File: src/rtl/seven_seg_capture.sv
// Seven-segment display sniffer: samples a multiplexed
// seg/AN bus and rebuilds the four displayed MM:SS digits.
module seven_seg_capture #(
  parameter int STABLE_CYCLES  = 16,
  parameter int TIMEOUT_CYCLES = 1_000_000
) (
  input  logic       CLK100MHZ,
  input  logic       reset,
  input  logic [6:0] seg,
  input  logic [7:0] AN,
  input  logic       clear_error,
  output logic [3:0] second_ones,
  output logic [3:0] second_tens,
  output logic [3:0] minute_ones,
  output logic [3:0] minute_tens,
  output logic       frame_valid,
  output logic       decode_error,
  output logic       stale
);

  localparam int SW = $clog2(STABLE_CYCLES + 2);
  localparam int TW = $clog2(TIMEOUT_CYCLES + 1);
  localparam logic [SW-1:0] S_THR = SW'(STABLE_CYCLES);
  localparam logic [SW-1:0] S_MAX = SW'(STABLE_CYCLES + 1);
  localparam logic [TW-1:0] T_MAX = TW'(TIMEOUT_CYCLES);

  typedef enum logic [1:0] {
    IDLE,
    SETTLE,
    HELD
  } state_t;

  state_t state, nxt;

  logic [7:0]      an_q;
  logic [6:0]      seg_q;
  logic [SW-1:0]   s_cnt;
  logic [TW-1:0]   t_cnt;
  logic [3:0][3:0] slot;
  logic [3:0]      mask;
  logic            same;
  logic            chg;
  logic            vsel;
  logic            bad_an;
  logic [1:0]      idx;
  logic [3:0]      digit;
  logic            legal;
  logic            capture;
  logic            new_err;

  assign same = ({AN, seg} == {an_q, seg_q});
  assign chg  = (s_cnt == SW'(1));

  // Register the bus; count how long the registered value has held.
  always_ff @(posedge CLK100MHZ) begin
    if (reset) begin
      an_q  <= 8'hFF;
      seg_q <= 7'h7F;
      s_cnt <= '0;
      t_cnt <= '0;
    end else begin
      an_q  <= AN;
      seg_q <= seg;
      if (!same) begin
        s_cnt <= SW'(1);
        t_cnt <= TW'(1);
      end else begin
        if (s_cnt != S_MAX) s_cnt <= s_cnt + 1'b1;
        if (t_cnt != T_MAX) t_cnt <= t_cnt + 1'b1;
      end
    end
  end

  // Anode classification: one-hot low on [3:0], [7:4] idle.
  always_comb begin
    vsel = 1'b0;
    idx  = 2'd0;
    if (an_q[7:4] == 4'hF) begin
      case (an_q[3:0])
        4'hE: begin vsel = 1'b1; idx = 2'd0; end
        4'hD: begin vsel = 1'b1; idx = 2'd1; end
        4'hB: begin vsel = 1'b1; idx = 2'd2; end
        4'h7: begin vsel = 1'b1; idx = 2'd3; end
        default: vsel = 1'b0;
      endcase
    end
    bad_an = !vsel && (an_q != 8'hFF);
  end

  // Segment pattern to BCD digit; blank maps to 4'hF.
  always_comb begin
    digit = 4'hF;
    legal = 1'b1;
    unique case (seg_q)
      7'h40: digit = 4'd0;
      7'h79: digit = 4'd1;
      7'h24: digit = 4'd2;
      7'h30: digit = 4'd3;
      7'h19: digit = 4'd4;
      7'h12: digit = 4'd5;
      7'h02: digit = 4'd6;
      7'h78: digit = 4'd7;
      7'h00: digit = 4'd8;
      7'h10: digit = 4'd9;
      7'h7F: digit = 4'hF;
      default: legal = 1'b0;
    endcase
  end

  // State register.
  always_ff @(posedge CLK100MHZ) begin
    if (reset) state <= IDLE;
    else       state <= nxt;
  end

  // Next state; capture fires once on entry to HELD.
  always_comb begin
    nxt     = state;
    capture = 1'b0;
    case (state)
      IDLE: begin
        if (vsel) nxt = SETTLE;
      end
      SETTLE: begin
        if (chg) begin
          nxt = vsel ? SETTLE : IDLE;
        end else if (!vsel) begin
          nxt = IDLE;
        end else if (s_cnt >= S_THR) begin
          nxt     = HELD;
          capture = 1'b1;
        end
      end
      HELD: begin
        if (chg) nxt = vsel ? SETTLE : IDLE;
      end
      default: nxt = IDLE;
    endcase
    new_err = (capture && !legal) ||
              (bad_an && s_cnt == S_THR);
  end

  // Slots, seen mask, frame output and status flags.
  always_ff @(posedge CLK100MHZ) begin
    if (reset) begin
      slot         <= '0;
      mask         <= '0;
      second_ones  <= '0;
      second_tens  <= '0;
      minute_ones  <= '0;
      minute_tens  <= '0;
      frame_valid  <= 1'b0;
      decode_error <= 1'b0;
      stale        <= 1'b0;
    end else begin
      frame_valid <= 1'b0;
      if (new_err)          decode_error <= 1'b1;
      else if (clear_error) decode_error <= 1'b0;
      if (mask == 4'hF) begin
        second_ones <= slot[0];
        second_tens <= slot[1];
        minute_ones <= slot[2];
        minute_tens <= slot[3];
        frame_valid <= 1'b1;
        mask        <= '0;
      end else if (capture && legal) begin
        slot[idx] <= digit;
        mask[idx] <= 1'b1;
      end else if (t_cnt == T_MAX) begin
        mask <= '0;
      end
      if (capture && legal)    stale <= 1'b0;
      else if (t_cnt == T_MAX) stale <= 1'b1;
    end
  end

endmodule

File: config.mk
export PLATFORM = sky130hd
export DESIGN_NAME = seven_seg_capture
export DESIGN_NICKNAME = d
export VERILOG_FILES = /design/src/rtl/seven_seg_capture.sv
export SDC_FILE = /design/constraint.sdc
export NUM_CORES = 1
export LEC_CHECK = 0
export CAP_MARGIN = 5
export CORE_MARGIN = 5
export CORE_UTILIZATION = 44
export CTS_BUF_LIST = sky130_fd_sc_hd__clkbuf_8
export DETAILED_ROUTE_END_ITERATION = 10
export DONT_BUFFER_PORTS = 1
export PLACE_DENSITY_LB_ADDON = 0.1
export SYNTH_ARGS = -nofsm -noshare
export SYNTH_HDL_FRONTEND = slang
export SYNTH_SLANG_ARGS = --single-unit
File: constraint.sdc
create_clock -name CLK100MHZ -period 2.1 [get_ports CLK100MHZ]
set_input_delay 0.63 -clock CLK100MHZ [delete_from_list [all_inputs] [get_ports CLK100MHZ]]
set_output_delay 0.63 -clock CLK100MHZ [all_outputs]
set_load 0.005 [all_outputs]
# Word level (Yosys, flattened, before mapping)
# Cells that the tools add are included.
# word_totals
reg_bits	81
input_bits	18
output_inout_bits	19
# op_classes
add_sub_neg	2
magnitude_cmp	3
n_eq_ne	30
muxes	31
bitwise	3
n_reduce_logical	19
# ops
cell	count
$pmux 4 s10	1
$eq 7x7->1 const B	4
$eq 7x5->1 const B	3
$add 20x1->20 const B	1
$eq 20x20->1 const B	1
$eq 4x4->1 const B	5
$ne 20x20->1 const B	1
$bwmux 16	1
$mux 1	16
$eq 15x15->1	1
$eq 7x6->1 const B	2
$mux 2	6
$mux 4	3
$pmux 2 s3	2
$reduce_or 11->1	1
$demux 4 s2	1
$ne 8x8->1 const B	1
$eq 7x2->1 const B	1
$logic_not 7->1	1
$reduce_or 2->1	3
$add 5x1->5 const B	1
$eq 5x1->1 const B	1
$eq 5x5->1 const B	1
$ge 5x5->1 const B	1
20 further kinds	29

# Logic depth before layout (Yosys ltp)
# Gate-level depths: netlist of the first run.
# logic_depth
ltp_word	10
ltp_mapped	7
mapped_depth_nobuf	7

# Worst setup path before layout of the first run
# Ideal clock, no wire load.
# synth_path
path_kind	register to register
startpoint	register seg_q[0]
endpoint	register slot[12] in the netlist's numbering
arrival_ns	1.939
required_ns	1.983
path_slack_ns	0.044
path_stages_with_launch	8
period_less_slack_ns	2.056
path_cell_list	dfxtp_1 > buf_6 > or4_4 > or3_4 > o2111ai_4 > or3_4 > a31oi_4 > a22o_1
# synth_via
elab_chain_cells	5
# synth_rtl
item	line_no	source
start: declaration	36	logic [6:0] seg_q;
start signal: assignment	63	seg_q <= seg;
$eq 7x7->1, or another cell as far along	94	unique case (seg_q)
$reduce_or 11->1 (no source line)	--	
$mux 1	94	
$logic_and 1x1->1	166	end else if (capture && legal) begin
$reduce_and 2->1 (no source line)	--	
end signal: indexed assignment	167	slot[idx] <= digit;
end: declaration	39	logic [3:0][3:0] slot;
# Parallel ways exist; a longest one is shown, timed or not.
# A chain may end at the register's enable or synchronous reset.

# Final worst setup path of the first run
# layout_path
startpoint	register seg_q[2]
endpoint	register slot[14] in the netlist's numbering
# The elaborated chain is that of the path after synthesis.

==> results.yml, run 1 <==
status:
  outcome: "completed"
grt:
  antenna_found_initial: 0
  gr-total-overflow: 0
  grt_max_degree: 46
  grt_pass1_wl_um: 11900
  grt_pass1_vias: 2490
  track_usage_pct: 14.7
pwr:
  netSwitchingFraction_pct: 23.1
  p_int_mw: 2.21
  power_frac_seq_pct: 54.9
  combinationalPowerShare_pct: 4.8
  power_density_nw_per_um2: 723
  p_clk_share_pct: 40.2
  peakVddDrop_mv: 0.340
  p_switching_uw: 663
  leakage_nw: 1.34
timing:
  finalHoldViolCount: 0
  tns_ps: 0
  tightest_slew_ps: 510
  period_share_pct: 95.4
  rsz0062_at_grt: "false"
  final_max_slew_viol_count: 0
  fmax_ghz: 0.499
  max-slew-margin-rel_pct: 65.7
  fin_crit_ps: 2000
  finClkSkew_ps: 10.9
  setup_viol: 0
clock_tree:
  clk_latency_ps: 350
  cts_buffer_depth: 2
  cts_tree: "yes"
  cts-root-buf: "clkbuf_8"
  htree_num_levels: 3
  clkSinkCount: 81
  path_clk_slew_ps: 90
  numCtsBuffers: 9
final_layout:
  layout.nets: 437
  final_cells: 524
  stdcell_area_um2: 3970
  n_antenna_cell: 0
  syn2layout_area_growth_pct: 10.5
  post-route-util_pct: 49.1
  nFillCells: 795
  drive_gt1_share_pct: 15.5
synthesis:
  syn-cell-area_um2: 3600
  ys.flop_type: "dfxtp_1"
  synthCells: 409
  synth-edff-count: 0
  ys_types: 55
  syn_area_per_cell_um2: 8.79
  seq_area_frac_synth_pct: 45.1
  async_reset_ff_share_pct: 0
  synth_seq_cells: 81
  syn_nets: 432
  yosys_warnings: 0
route:
  drt.antenna.violating_nets: 0
  wire_per_inst_um: 13.5
  vias: 2682
  first_pass_iters: 4
  vias_per_cell: 5.12
  drt-initial-drc-count: 90
  wirelength_um: 7050
  drc: 0
critical_path:
  cp.arrival_ps: 2250
  worstPathMaxFanout: 6
  critPathTopFamily: "simple AND/OR/NAND/NOR gates"
  slowest_stage: "or4_4"
  worstSetupStartpointType: "flop"
  ff2ff_setup_slack_ps: 100
  critPathMostFrequentCell: "or3_4"
  worstPathRequired_ps: 2350
  crit_path_end_kind: "flop"
  crit_path_max_incr_delay_ps: 500
  path_class: "reg -> reg"
  crit_chain: "or4_4, or3_4, o2111ai_4, or3_4, a31oi_4, a22o_1"
  path_buf_inv: 0
min_path:
  min_path_type: "in -> reg"
place:
  gpl.final_weighted_congestion: 0.788
  placed_cells: 508
  place_hpwl_um: 5090
  placed_area_um2: 3750
  numPortBuffers: 0
die:
  core-area_um2: 8090
  chipWidth_um: 100
  initial_core_util_pct: 44.4
  die_h_um: 100
  core.rowCount: 33
  ioPinCount: 37
  dieArea_um2: 10100
flow_run:
  max_cap_viol_count: 0
synthesized netlist by cell type, types with 2 or more instances:
cell      count  share of area (%)
nor4_1        3               0.52
inv_1        18                1.9
buf_2         2               0.28
xnor2_1      22                5.4
mux2i_1       2               0.56
a31oi_1       2               0.35
xor2_1       15                3.7
nand3_1      14                1.9
a22o_1       12                2.9
nor3_1       10                1.4
or3_4         2               0.63
clkbuf_1     17                1.8
and3_1        2               0.35
a31o_2        2               0.49
a21oi_1      24                3.3
nand2b_1      7                1.2
o21ai_0       8                1.1
nor2b_1       3               0.52
dfxtp_1      81                 45
nor2_1       39                4.1
nand2_1      49                5.1
or2_2        16                2.8
nand4_1      10                1.7
a31oi_4       2                1.2
o22ai_1       8                1.4
nor4b_1       2               0.49
or3_1         3               0.52
o21a_1        2               0.42
ha_1          5                1.7
and4b_1       2               0.56
sequential cells by signal (all words and copies together) (netlist names):
name / flops
an_q: 8
t_cnt: 20
state: 2
minute_ones: 4
s_cnt: 5
mask: 4
slot: 16
stale: 1
frame_valid: 1
second_tens: 4
minute_tens: 4
decode_error: 1
second_ones: 4
seg_q: 7
what timing repair did:
action,in CTS,in global routing
setup endpoints to repair,0,13
hold buffers,0,0
gates resized for setup,0,6
buffers inserted,0,0
layout make-up:
type	instances	area, µm²	share of cell area (%)
Multi-Input combinational cell	287	1820	45.8
Sequential cell	81	1630	40.9
Clock inverter	6	65.1	1.64
Clock buffer	10	138	3.46
Timing Repair Buffer	17	128	3.21
Inverter	18	67.6	1.70
Tap cell	105	131	3.31
power groups by stage:
stage	Clock, mW	Combinational [mW]	Sequential, mW
global placement	0	0.137	1.61
detailed placement	0	0.137	1.61
floorplan	0	0.140	1.60
CTS	1.19	0.138	1.58
global route	1.24	0.154	1.58
finish	1.16	0.138	1.58
cells by family (layout without fill, tap and decap cells):
kind of cell,after synthesis,in the layout,share of synthesized area (%)
simple gates,173,173,24.8
flops,81,81,45.1
compound gates,70,70,14.1
buf+inv,41,51,4.70
xor+xnor,37,37,9.01
fa+ha+maj,5,5,1.74
mux,2,2,0.557
metal layers:
layer	track usage [%]	vias up	wire, µm
li1	-	1417	-
met1	20.0	1213	3560
met2	22.0	42	3070
met3	4.17	10	321
met4	5.60	0	98
met5	0	-	0
through the flow:
step / total power, mW / hold WS [ps] / setup slack [ps]
final: 2.87 / 340 / 97.6
after global routing: 2.98 / 324 / 4.79
after CTS: 2.91 / 321 / 68.8
after detailed placement: 1.75 / 436 / 70.5
after global placement: 1.75 / 437 / 109
after floorplan: 1.74 / 429 / 44.4
worst paths after layout:
check / startpoint / to / cells after the start
max: seg_q[2]$_SDFF_PP1_ / slot[14]$_SDFFE_PP0P_ / 6
min: reset / decode_error$_SDFFE_PP0P_ / 1
max reg2reg: seg_q[2]$_SDFF_PP1_ / slot[14]$_SDFFE_PP0P_ / 6
min reg2reg: slot[5]$_SDFFE_PP0P_ / second_tens[1]$_SDFFE_PP0P_ / 2
worst register-to-register path, stage by stage (launching register included):
cell and delay, ps:
dfxtp_1 360, or4_4 500, or3_4 360, o2111ai_4 120, or3_4 220, a31oi_4 110, a22o_1 250
cells in the final DEF (no fill, tap or decap), drive strengths merged, types with 2 or more instances in the layout:
cell type  count
or3            5
o22ai          8
clkbuf        10
nand4         10
or2           16
mux2i          2
o2111ai        2
nor4           4
nor2          39
nand3         14
and4b          2
buf           17
nand2         49
nand2b         7
a211oi         2
a22o          12
dfxtp         81
nor2b          3
xnor2         22
a31oi          4
a21oi         24
a31o           2
and3           2
ha             5
nor4b          3
inv           19
or4            2
xor2          15
clkinv         3
o21ai          8
o21a           2
nor3          11
Power figures use the tool's default switching activity.
==> inputs of run 2 (changes only) <==
--- a/config.mk
+++ b/config.mk
@@ -12,6 +12,7 @@
 export DETAILED_ROUTE_END_ITERATION = 10
 export DONT_BUFFER_PORTS = 1
 export PLACE_DENSITY_LB_ADDON = 0.1
+export SKIP_LAST_GASP = 1
 export SYNTH_ARGS = -nofsm -noshare
 export SYNTH_HDL_FRONTEND = slang
 export SYNTH_SLANG_ARGS = --single-unit
==> run 2 against run 1 <==
Net effect:
- clock skew did not move
- worst hold slack unchanged
- die area did not move
- via count unchanged
- critical path type unchanged
- routed wire length unchanged
- largest cell class unchanged
==> results.yml, run 2 (synthesis results as in run 1) <==
timing:
  whs_ps: 340
  rsz0062_at_grt: "true"
  tightest_slew_ps: 510
  fin_crit_ps: 2020
  period_share_pct: 96.1
  max-slew-margin-rel_pct: 65.7
  fmax_ghz: 0.496
  finalHoldViolCount: 0
  setup_viol: 0
  tns_ps: 0
  final_max_slew_viol_count: 0
  finClkSkew_ps: 10.9
critical_path:
  crit_start: "seg_q[1]$_SDFF_PP1_"
  cp.arrival_ps: 2270
  ff2ff_setup_slack_ps: 80
  worstPathRequired_ps: 2350
  crit_path_end_kind: "flop"
  r2r-start: "seg_q[1]$_SDFF_PP1_"
  path_class: "reg -> reg"
  r2r_cells: 6
  r2r-end: "slot[14]$_SDFFE_PP0P_"
  worstPathMaxFanout: 5
  worstSetupStartpointType: "flop"
place:
  numPortBuffers: 0
  gpl.final_weighted_congestion: 0.788
  place_hpwl_um: 5090
die:
  initial_core_util_pct: 44.4
  die_h_um: 100
  dieArea_um2: 10100
  core.rowCount: 33
  chipWidth_um: 100
  ioPinCount: 37
  core-area_um2: 8090
pwr:
  fin_total_pwr_mw: 2.87
  peakVddDrop_mv: 0.340
  leakage_nw: 1.34
  power_density_nw_per_um2: 724
route:
  drc: 0
  first_pass_iters: 4
  drt.antenna.violating_nets: 0
  wirelength_um: 7050
  drt-initial-drc-count: 90
  vias: 2682
  wire_per_inst_um: 13.5
  vias_per_cell: 5.12
grt:
  gr-total-overflow: 0
  antenna_found_initial: 0
  grt_pass1_vias: 2490
  grt_max_degree: 46
  grt_pass1_wl_um: 11900
  track_usage_pct: 14.7
final_layout:
  top_register: "t_cnt"
  syn2layout_area_growth_pct: 10.4
  layout.nets: 437
  layout_commonest_cell: "dfxtp_1"
  post-route-util_pct: 49.1
  drive_gt1_share_pct: 15.3
  largest_registers: "t_cnt: 20 flops, slot: 16 flops, an_q: 8 flops"
  largest_reg_flops: 20
  final_cell_mix: "dfxtp_1 (79), nand2_1 (49), nor2_1 (39)"
  nFillCells: 793
  n_antenna_cell: 0
clock_tree:
  cts_tree: "yes"
  clk_latency_ps: 350
  postCtsSetupBuffers: 0
  numCtsBuffers: 9
  cts_buffer_depth: 2
  cts-root-buf: "clkbuf_8"
  clkSinkCount: 81
  cts_hold_buf: 0
  path_clk_slew_ps: 90
  htree_num_levels: 3
min_path:
  hold_depth: 1
  min_to: "decode_error$_SDFFE_PP0P_"
  min_path_type: "in -> reg"
  min_from: "reset"
status:
  outcome: "completed"
flow_run:
  max_cap_viol_count: 0
==> run 2: per-layer routing <==
metal	part of all wire, %	global-route usage (%)	vias to the layer above	routed length (µm)
li1	-	-	1417	-
met1	51	20.0	1213	3560
met2	44	22.0	42	3070
met3	4.6	4.17	10	321
met4	1.4	5.60	0	98
met5	0	0	-	0
==> run 2: worst max path at each step <==
stage	end	slack [ps]
after global placement	slot[3]$_SDFFE_PP0P_	110
final	slot[14]$_SDFFE_PP0P_	80
after global routing	slot[13]$_SDFFE_PP0P_	-3
after CTS	slot[14]$_SDFFE_PP0P_	70
after floorplan	slot[12]$_SDFFE_PP0P_	40
after detailed placement	slot[13]$_SDFFE_PP0P_	70
==> run 2: cell type report <==
type	count	area [µm²]	area share, %
Inverter	18	67.6	1.70
Tap cell	105	131	3.31
Timing Repair Buffer	17	128	3.21
Clock inverter	6	65.1	1.64
Multi-Input combinational cell	287	1820	45.8
Clock buffer	10	138	3.47
Sequential cell	81	1620	40.9
==> run 2: what timing repair did <==
item | CTS | global route
hold endpoints to repair | 0 | 0
resized for setup | 0 | 5
setup endpoints to repair | 0 | 13
==> run 2: critical path: stages, from the launching register on <==
cell,delay [ps]
dfxtp_1,350
or4_4,530
or3_4,360
o2111ai_4,120
or3_4,220
a31oi_4,110
a22o_1,240
==> run 2: where the power goes <==
part	switching [mW]	internal (mW)
Sequential	0.0255	1.55
Combinational	0.0647	0.0737
Clock	0.573	0.584
Total	0.663	2.21
==> run 2: stage by stage <==
step	worst slack [ps]	instances	area, µm²
6_report	81.9	524	3970
3_3_place_gp	109	508	3750
3_5_place_dp	70.5	508	3750
5_1_grt	-3.49	524	3970
4_1_cts	68.8	524	3960
2_1_floorplan	44.4	409	3600
